`src/rtl/cache_control_nway.sv`:
```
// Control FSM for an N-way set-associative write-back, write-allocate cache.
// Handles hits, tree-PLRU victim choice, writeback/fill sequencing and hit/miss counters.
module cache_control_nway #(
  parameter int WAYS  = 4,
  parameter int CNT_W = 32
) (
  input  logic                    clk,
  input  logic                    rst_n,
  input  logic                    cache_read,
  input  logic                    cache_write,
  input  logic [WAYS-1:0]         hit_vec,
  input  logic [WAYS-1:0]         valid_vec,
  input  logic [WAYS-1:0]         dirty_vec,
  input  logic [WAYS-2:0]         plru_in,
  input  logic                    mem_resp,
  input  logic                    cnt_clr,
  output logic                    cache_resp,
  output logic                    mem_read,
  output logic                    mem_write,
  output logic                    mem_done,
  output logic                    rw_sel,
  output logic                    wb_sel,
  output logic [$clog2(WAYS)-1:0] way_sel,
  output logic [WAYS-1:0]         load_data,
  output logic [WAYS-1:0]         load_dirty,
  output logic [WAYS-1:0]         load_valid,
  output logic                    dirty_in,
  output logic                    load_plru,
  output logic [WAYS-2:0]         plru_out,
  output logic [CNT_W-1:0]        hit_count,
  output logic [CNT_W-1:0]        miss_count
);
  localparam int WW = $clog2(WAYS);

  typedef enum logic [1:0] {S_IDLE, S_WRITEBACK, S_WB_GAP, S_FILL} state_t;

  state_t           r_state, w_state_next;
  logic [WW-1:0]    r_victim;
  logic             r_miss_pending;
  logic [CNT_W-1:0] r_hit_count, r_miss_count;

  logic             w_req, w_any_hit, w_has_invalid;
  logic             w_hit_done, w_miss_start;
  logic [WAYS-1:0]  w_hit_1h, w_inv_1h;
  logic [WW-1:0]    w_hit_way, w_inv_way, w_plru_way, w_victim_sel;
  logic [WAYS-2:0]  w_plru_upd;

  assign w_req         = cache_read | cache_write;
  assign w_any_hit     = |hit_vec;
  assign w_has_invalid = ~&valid_vec;

  // Isolate the lowest set hit bit and the lowest clear valid bit, then encode both.
  assign w_hit_1h = hit_vec & (~hit_vec + WAYS'(1));
  assign w_inv_1h = ~valid_vec & (valid_vec + WAYS'(1));

  genvar gi, gj;
  for (gi = 0; gi < WW; gi++) begin : g_enc
    logic [WAYS-1:0] w_mask;
    for (gj = 0; gj < WAYS; gj++) begin : g_mask
      assign w_mask[gj] = 1'((gj >> gi) & 1);
    end
    assign w_hit_way[gi] = |(w_hit_1h & w_mask);
    assign w_inv_way[gi] = |(w_inv_1h & w_mask);
  end

  // Victim walk: each level's bits select a node on the next level; the prefix becomes the way.
  for (gi = 0; gi < WW; gi++) begin : g_walk
    logic [gi:0] w_pfx;
    if (gi == 0) begin : g_root
      assign w_pfx = plru_in[0];
    end else begin : g_lvl
      logic [2**gi-1:0] w_lvl;
      assign w_lvl = plru_in[2**gi-1 +: 2**gi];
      assign w_pfx = {g_walk[gi-1].w_pfx, w_lvl[g_walk[gi-1].w_pfx]};
    end
  end
  assign w_plru_way = g_walk[WW-1].w_pfx;

  // Node gi sits at depth D, position P; it is on the hit path when the way's top D bits equal P.
  for (gi = 0; gi < WAYS-1; gi++) begin : g_upd
    localparam int D = $clog2(gi + 2) - 1;
    localparam int P = gi - (2**D - 1);
    logic w_on_path;
    assign w_on_path     = (int'(w_hit_way) >> (WW - D)) == P;
    assign w_plru_upd[gi] = w_on_path ? ~w_hit_way[WW-1-D] : plru_in[gi];
  end

  assign w_victim_sel = w_has_invalid ? w_inv_way : w_plru_way;

  always_comb begin
    w_state_next = r_state;
    w_hit_done   = 1'b0;
    w_miss_start = 1'b0;
    cache_resp   = 1'b0;
    mem_read     = 1'b0;
    mem_write    = 1'b0;
    mem_done     = 1'b0;
    rw_sel       = 1'b0;
    wb_sel       = 1'b0;
    way_sel      = '0;
    load_data    = '0;
    load_dirty   = '0;
    load_valid   = '0;
    dirty_in     = 1'b0;
    load_plru    = 1'b0;
    plru_out     = '0;
    if (rst_n) begin
      case (r_state)
        S_IDLE: begin
          if (w_req && w_any_hit) begin
            w_hit_done = 1'b1;
            cache_resp = 1'b1;
            load_plru  = 1'b1;
            plru_out   = w_plru_upd;
            way_sel    = w_hit_way;
            if (cache_write) begin
              rw_sel     = 1'b1;
              load_data  = WAYS'(1) << w_hit_way;
              load_dirty = WAYS'(1) << w_hit_way;
              dirty_in   = 1'b1;
            end
          end else if (w_req) begin
            w_miss_start = 1'b1;
            w_state_next = dirty_vec[w_victim_sel] ? S_WRITEBACK : S_FILL;
          end
        end
        S_WRITEBACK: begin
          mem_write = 1'b1;
          wb_sel    = 1'b1;
          way_sel   = r_victim;
          if (mem_resp) w_state_next = S_WB_GAP;
        end
        S_WB_GAP: begin
          mem_done     = 1'b1;
          way_sel      = r_victim;
          w_state_next = S_FILL;
        end
        S_FILL: begin
          mem_read = 1'b1;
          way_sel  = r_victim;
          if (mem_resp) begin
            load_data    = WAYS'(1) << r_victim;
            load_dirty   = WAYS'(1) << r_victim;
            load_valid   = WAYS'(1) << r_victim;
            w_state_next = S_IDLE;
          end
        end
        default: w_state_next = S_IDLE;
      endcase
    end
  end

  always_ff @(posedge clk or negedge rst_n) begin
    if (!rst_n) begin
      r_state        <= S_IDLE;
      r_victim       <= '0;
      r_miss_pending <= 1'b0;
      r_hit_count    <= '0;
      r_miss_count   <= '0;
    end else begin
      r_state <= w_state_next;
      if (w_miss_start) begin
        r_victim       <= w_victim_sel;
        r_miss_pending <= 1'b1;
      end else if (w_hit_done) begin
        r_miss_pending <= 1'b0;
      end
      // A hit that retires a pending miss was already counted as that miss.
      if (cnt_clr) r_hit_count <= '0;
      else if (w_hit_done && !r_miss_pending && !(&r_hit_count))
        r_hit_count <= r_hit_count + CNT_W'(1);
      if (cnt_clr) r_miss_count <= '0;
      else if (w_miss_start && !(&r_miss_count))
        r_miss_count <= r_miss_count + CNT_W'(1);
    end
  end

  assign hit_count  = r_hit_count;
  assign miss_count = r_miss_count;
endmodule

```
`config.mk`:
```
export PLATFORM = sky130hd
export DESIGN_NAME = cache_control_nway
export DESIGN_NICKNAME = d
export VERILOG_FILES = /design/src/rtl/cache_control_nway.sv
export SDC_FILE = /design/constraint.sdc
export NUM_CORES = 1
export LEC_CHECK = 0
export ABC_AREA = 0
export CAP_MARGIN = 20
export CORE_ASPECT_RATIO = 1.2
export CORE_MARGIN = 2
export CORE_UTILIZATION = 34
export CTS_BUF_LIST = sky130_fd_sc_hd__clkbuf_16
export DETAILED_ROUTE_END_ITERATION = 8
export GPL_ROUTABILITY_DRIVEN = 0
export PLACE_DENSITY = 0.66
export RECOVER_POWER = 50
export SYNTH_ARGS = -nofsm -noshare
export SYNTH_HDL_FRONTEND = slang
export SYNTH_SLANG_ARGS = --single-unit
```
`constraint.sdc`:
```
create_clock -name clk -period 2.71 [get_ports clk]
set_input_delay 0.542 -clock clk [delete_from_list [all_inputs] [get_ports clk]]
set_output_delay 0.542 -clock clk [all_outputs]
set_load 0.01 [all_outputs]
```
==> qor.csv <==
stage,metric,value,unit
run_status,outcome,"complete, no violations",
critical_path,worstSetupPathType,in2out,
timing,skew,0.00374,ns
cts,hold_buffers,0,
layout,nets,655,
power_and_ir_drop,power.density,455,nW/um^2
global_route,antenna_found_initial,1,
floorplanning,rows,44,
critical_path,crit_slowest_cell,clkdlybuf4s50_1,
global_route,grt_pass1_wl,20700,microns
layout,final_util,49.2,%
synth,yosysWarningCount,0,
synth,synthTopCellsByArea,"dfrtp_1, a21oi_1, or3_1",
critical_path,cp_max_fo,3,
floorplanning,start_util,35.0,%
critical_path,worstPathArrival,2.10,ns
route,vias,4423,
synth,postSynthAreaPerCell,8.56,sq um
floorplanning,io_pins,110,
timing,final-setup-viol-count,0,
synth,yosysTopAreaCell,dfrtp_1,
synth,syn_nets,525,
timing,max-slew-margin-rel,47.2,%
global_route,grtUsageTotal,18.9,%
cts,numCtsBuffers,9,
cts,cts.sinks,69,
route,viasPerCell,5.58,
placement,portBuffers,109,
synth,yosysMostFrequentCell,dfrtp_1,
synth,synth_commonest_cells,"dfrtp_1, a21oi_1, o21ai_0",
cts,cts-root-buf,clkbuf_16,
route,drc,0,
layout,stdcell_count,792,
critical_path,path_buf_inv,3,
timing,max_freq,378,MHz
global_route,grt_max_degree,60,
timing,finalMaxSlewViolations,0,
job,drv_cap,0,
global_route,overflow,0,
timing,rsz0062_at_grt,true,
critical_path,critPathTopFamily,buffers and inverters,
critical_path,crit_chain,clkdlybuf4s50_1 -> buf_4 -> nand3_1 -> nor3b_1 -> clkdlybuf4s50_1,
timing,period_share,97.5,%
synth,syn_area,4250,sq um
floorplanning,core-area,12200,sq um
route,postRouteAntennaNets,0,
cts,clk_latency,0.33,ns
placement,place_inst,777,
floorplanning,die_x,106,microns
critical_path,startpoint_type,input pin,
synth,ys_types,49,
cts,ctsHtreeMaxLevel,3,
synth,yosys_most_used_dff,dfrtp_1,
floorplanning,fp.dieH,127,microns
critical_path,critPathCaptureType,output pin,
power_and_ir_drop,peakVddDrop,261,uV
synth,synth_seq_cells,69,
synth,synth-edff-count,0,
critical_path,cp.depth,5,
timing,period_needed,2.64,ns
timing,tightestPinTransition,0.792,ns
global_route,grt_pass1_vias,4428,
synth,async_reset_ff_share,100,%
synth,ys_seq_area_share,40.6,%
route,drtPass1Iterations,4,
cts,cts_buffer_depth,2,
route,drt_iter0_markers,193,
route,routedWlPerCell,15.8,microns
synth,syn_inst,497,
placement,dpl.hpwl,9380,microns
layout,drive_above_1_share,11.6,%
layout,areaGrowthSynthToFinish,40.8,%
timing,hold_violations,0,
critical_path,r2r_cells,7,
hold_path,worstHoldPathType,in2async,
power_and_ir_drop,p_leak,2.27,nW
critical_path,slowest_delay,0.59,ns
cts,clk_pin_slew,0.05,ns
synth,synth_top_area_share,40.6,%
floorplanning,die_area,13400,sq um
route,routed_wl,12500,microns
critical_path,timing.critical_path.mode_cell,clkdlybuf4s50_1,
cts,tritoncts,built,
critical_path,crit_required,2.17,ns
flip-flops by register name, summed over array words and instances (netlist names):
name,cells
miss_count,32
r_state,2
hit_count,32
r_victim,2
r_miss_pending,1
per-stage QoR:
| stage | cell area, sq um | setup WS, ns | total power [W] | setup TNS (ns) | hold WS [ns] |
|---|---|---|---|---|---|
| detailed placement | 5710 | -0.278 | 0.00165 | -5.42 | 0.527 |
| finish | 5990 | 0.0665 | 0.00273 | 0 | 0.297 |
| global placement | 5710 | -0.218 | 0.00163 | -3.56 | 0.515 |
| global route | 5990 | -0.0142 | 0.00286 | -0.0142 | 0.302 |
| CTS | 5980 | 0.0366 | 0.00276 | 0 | 0.185 |
| floorplan | 4250 | 0.185 | 0.00139 | 0 | 0.246 |
what timing repair did:
| action | 4_1_cts | 5_1_grt |
|---|---|---|
| buffers inserted | 0 | 0 |
| endpoints found under the setup margin | 12 | 7 |
| gates resized for setup | 12 | 6 |
| pin swaps | 0 | 1 |
layer usage:
| metal | wire length (microns) | part of all wire, % | track usage [%] |
|---|---|---|---|
| met5 | 0 | 0 | 0 |
| met4 | 181 | 1.4 | 7.28 |
| met3 | 641 | 5.1 | 4.47 |
| met2 | 6460 | 52 | 33.0 |
| met1 | 5230 | 42 | 22.3 |
cells in the final DEF, fill, tap and decap left out, types with 17 or more instances in the layout:
cell and count:
buf_4 38, clkdlybuf4s50_1 94, or4_1 20, nand2_1 38, nor2_1 32, nand4_1 27, o21ai_0 45, inv_1 18
o31ai_1 17, nand3_1 18, dfrtp_1 69, or3_1 37, a21oi_1 53
report_power, final:
part	switching (W)	internal [W]	total [W]
logic	0.000288	0.000238	0.000526
registers	0.0000349	0.00106	0.00110
clock network	0.000417	0.000690	0.00111
total	0.000740	0.00199	0.00273
worst register-to-register path: stages (launching register included):
cell,delay [ns]
dfrtp_1,0.40
inv_1,0.13
ha_1,0.22
o211ai_2,0.10
or4_1,0.59
a2111o_2,0.48
or3_1,0.37
a21oi_1,0.15
layout make-up:
class                           instances  area [sq um]
Clock buffer                            9           225
Antenna cell                            1          2.50
Clock inverter                          5          46.3
Sequential cell                        69          1730
Timing Repair Buffer                  149          1400
Fill cell                            1155          6180
Tap cell                              161           201
Inverter                               16          60.1
Multi-Input combinational cell        382          2330
kinds of logic after synthesis:
group	count (synthesis)	synth area share [%]
simple gates	222	29.4
compound gates	140	19.9
flops	69	40.6
buf+inv	46	5.06
mux	7	1.79
fa+ha+maj	7	2.06
xor+xnor	6	1.24
final timing paths:
check / end / from / slack (ns)
setup / recovery: load_valid[1] / mem_resp / 0.07
hold / removal: hit_count[5] / rst_n / 0.30
setup reg to reg: hit_count[25] / r_state[1] / 0.19
hold reg to reg: r_miss_pending / r_miss_pending / 0.54
max in group asynchronous: miss_count[1] / rst_n / 1.36
min in group clk: r_miss_pending / r_miss_pending / 0.54
(Power assumes the default switching activity.)
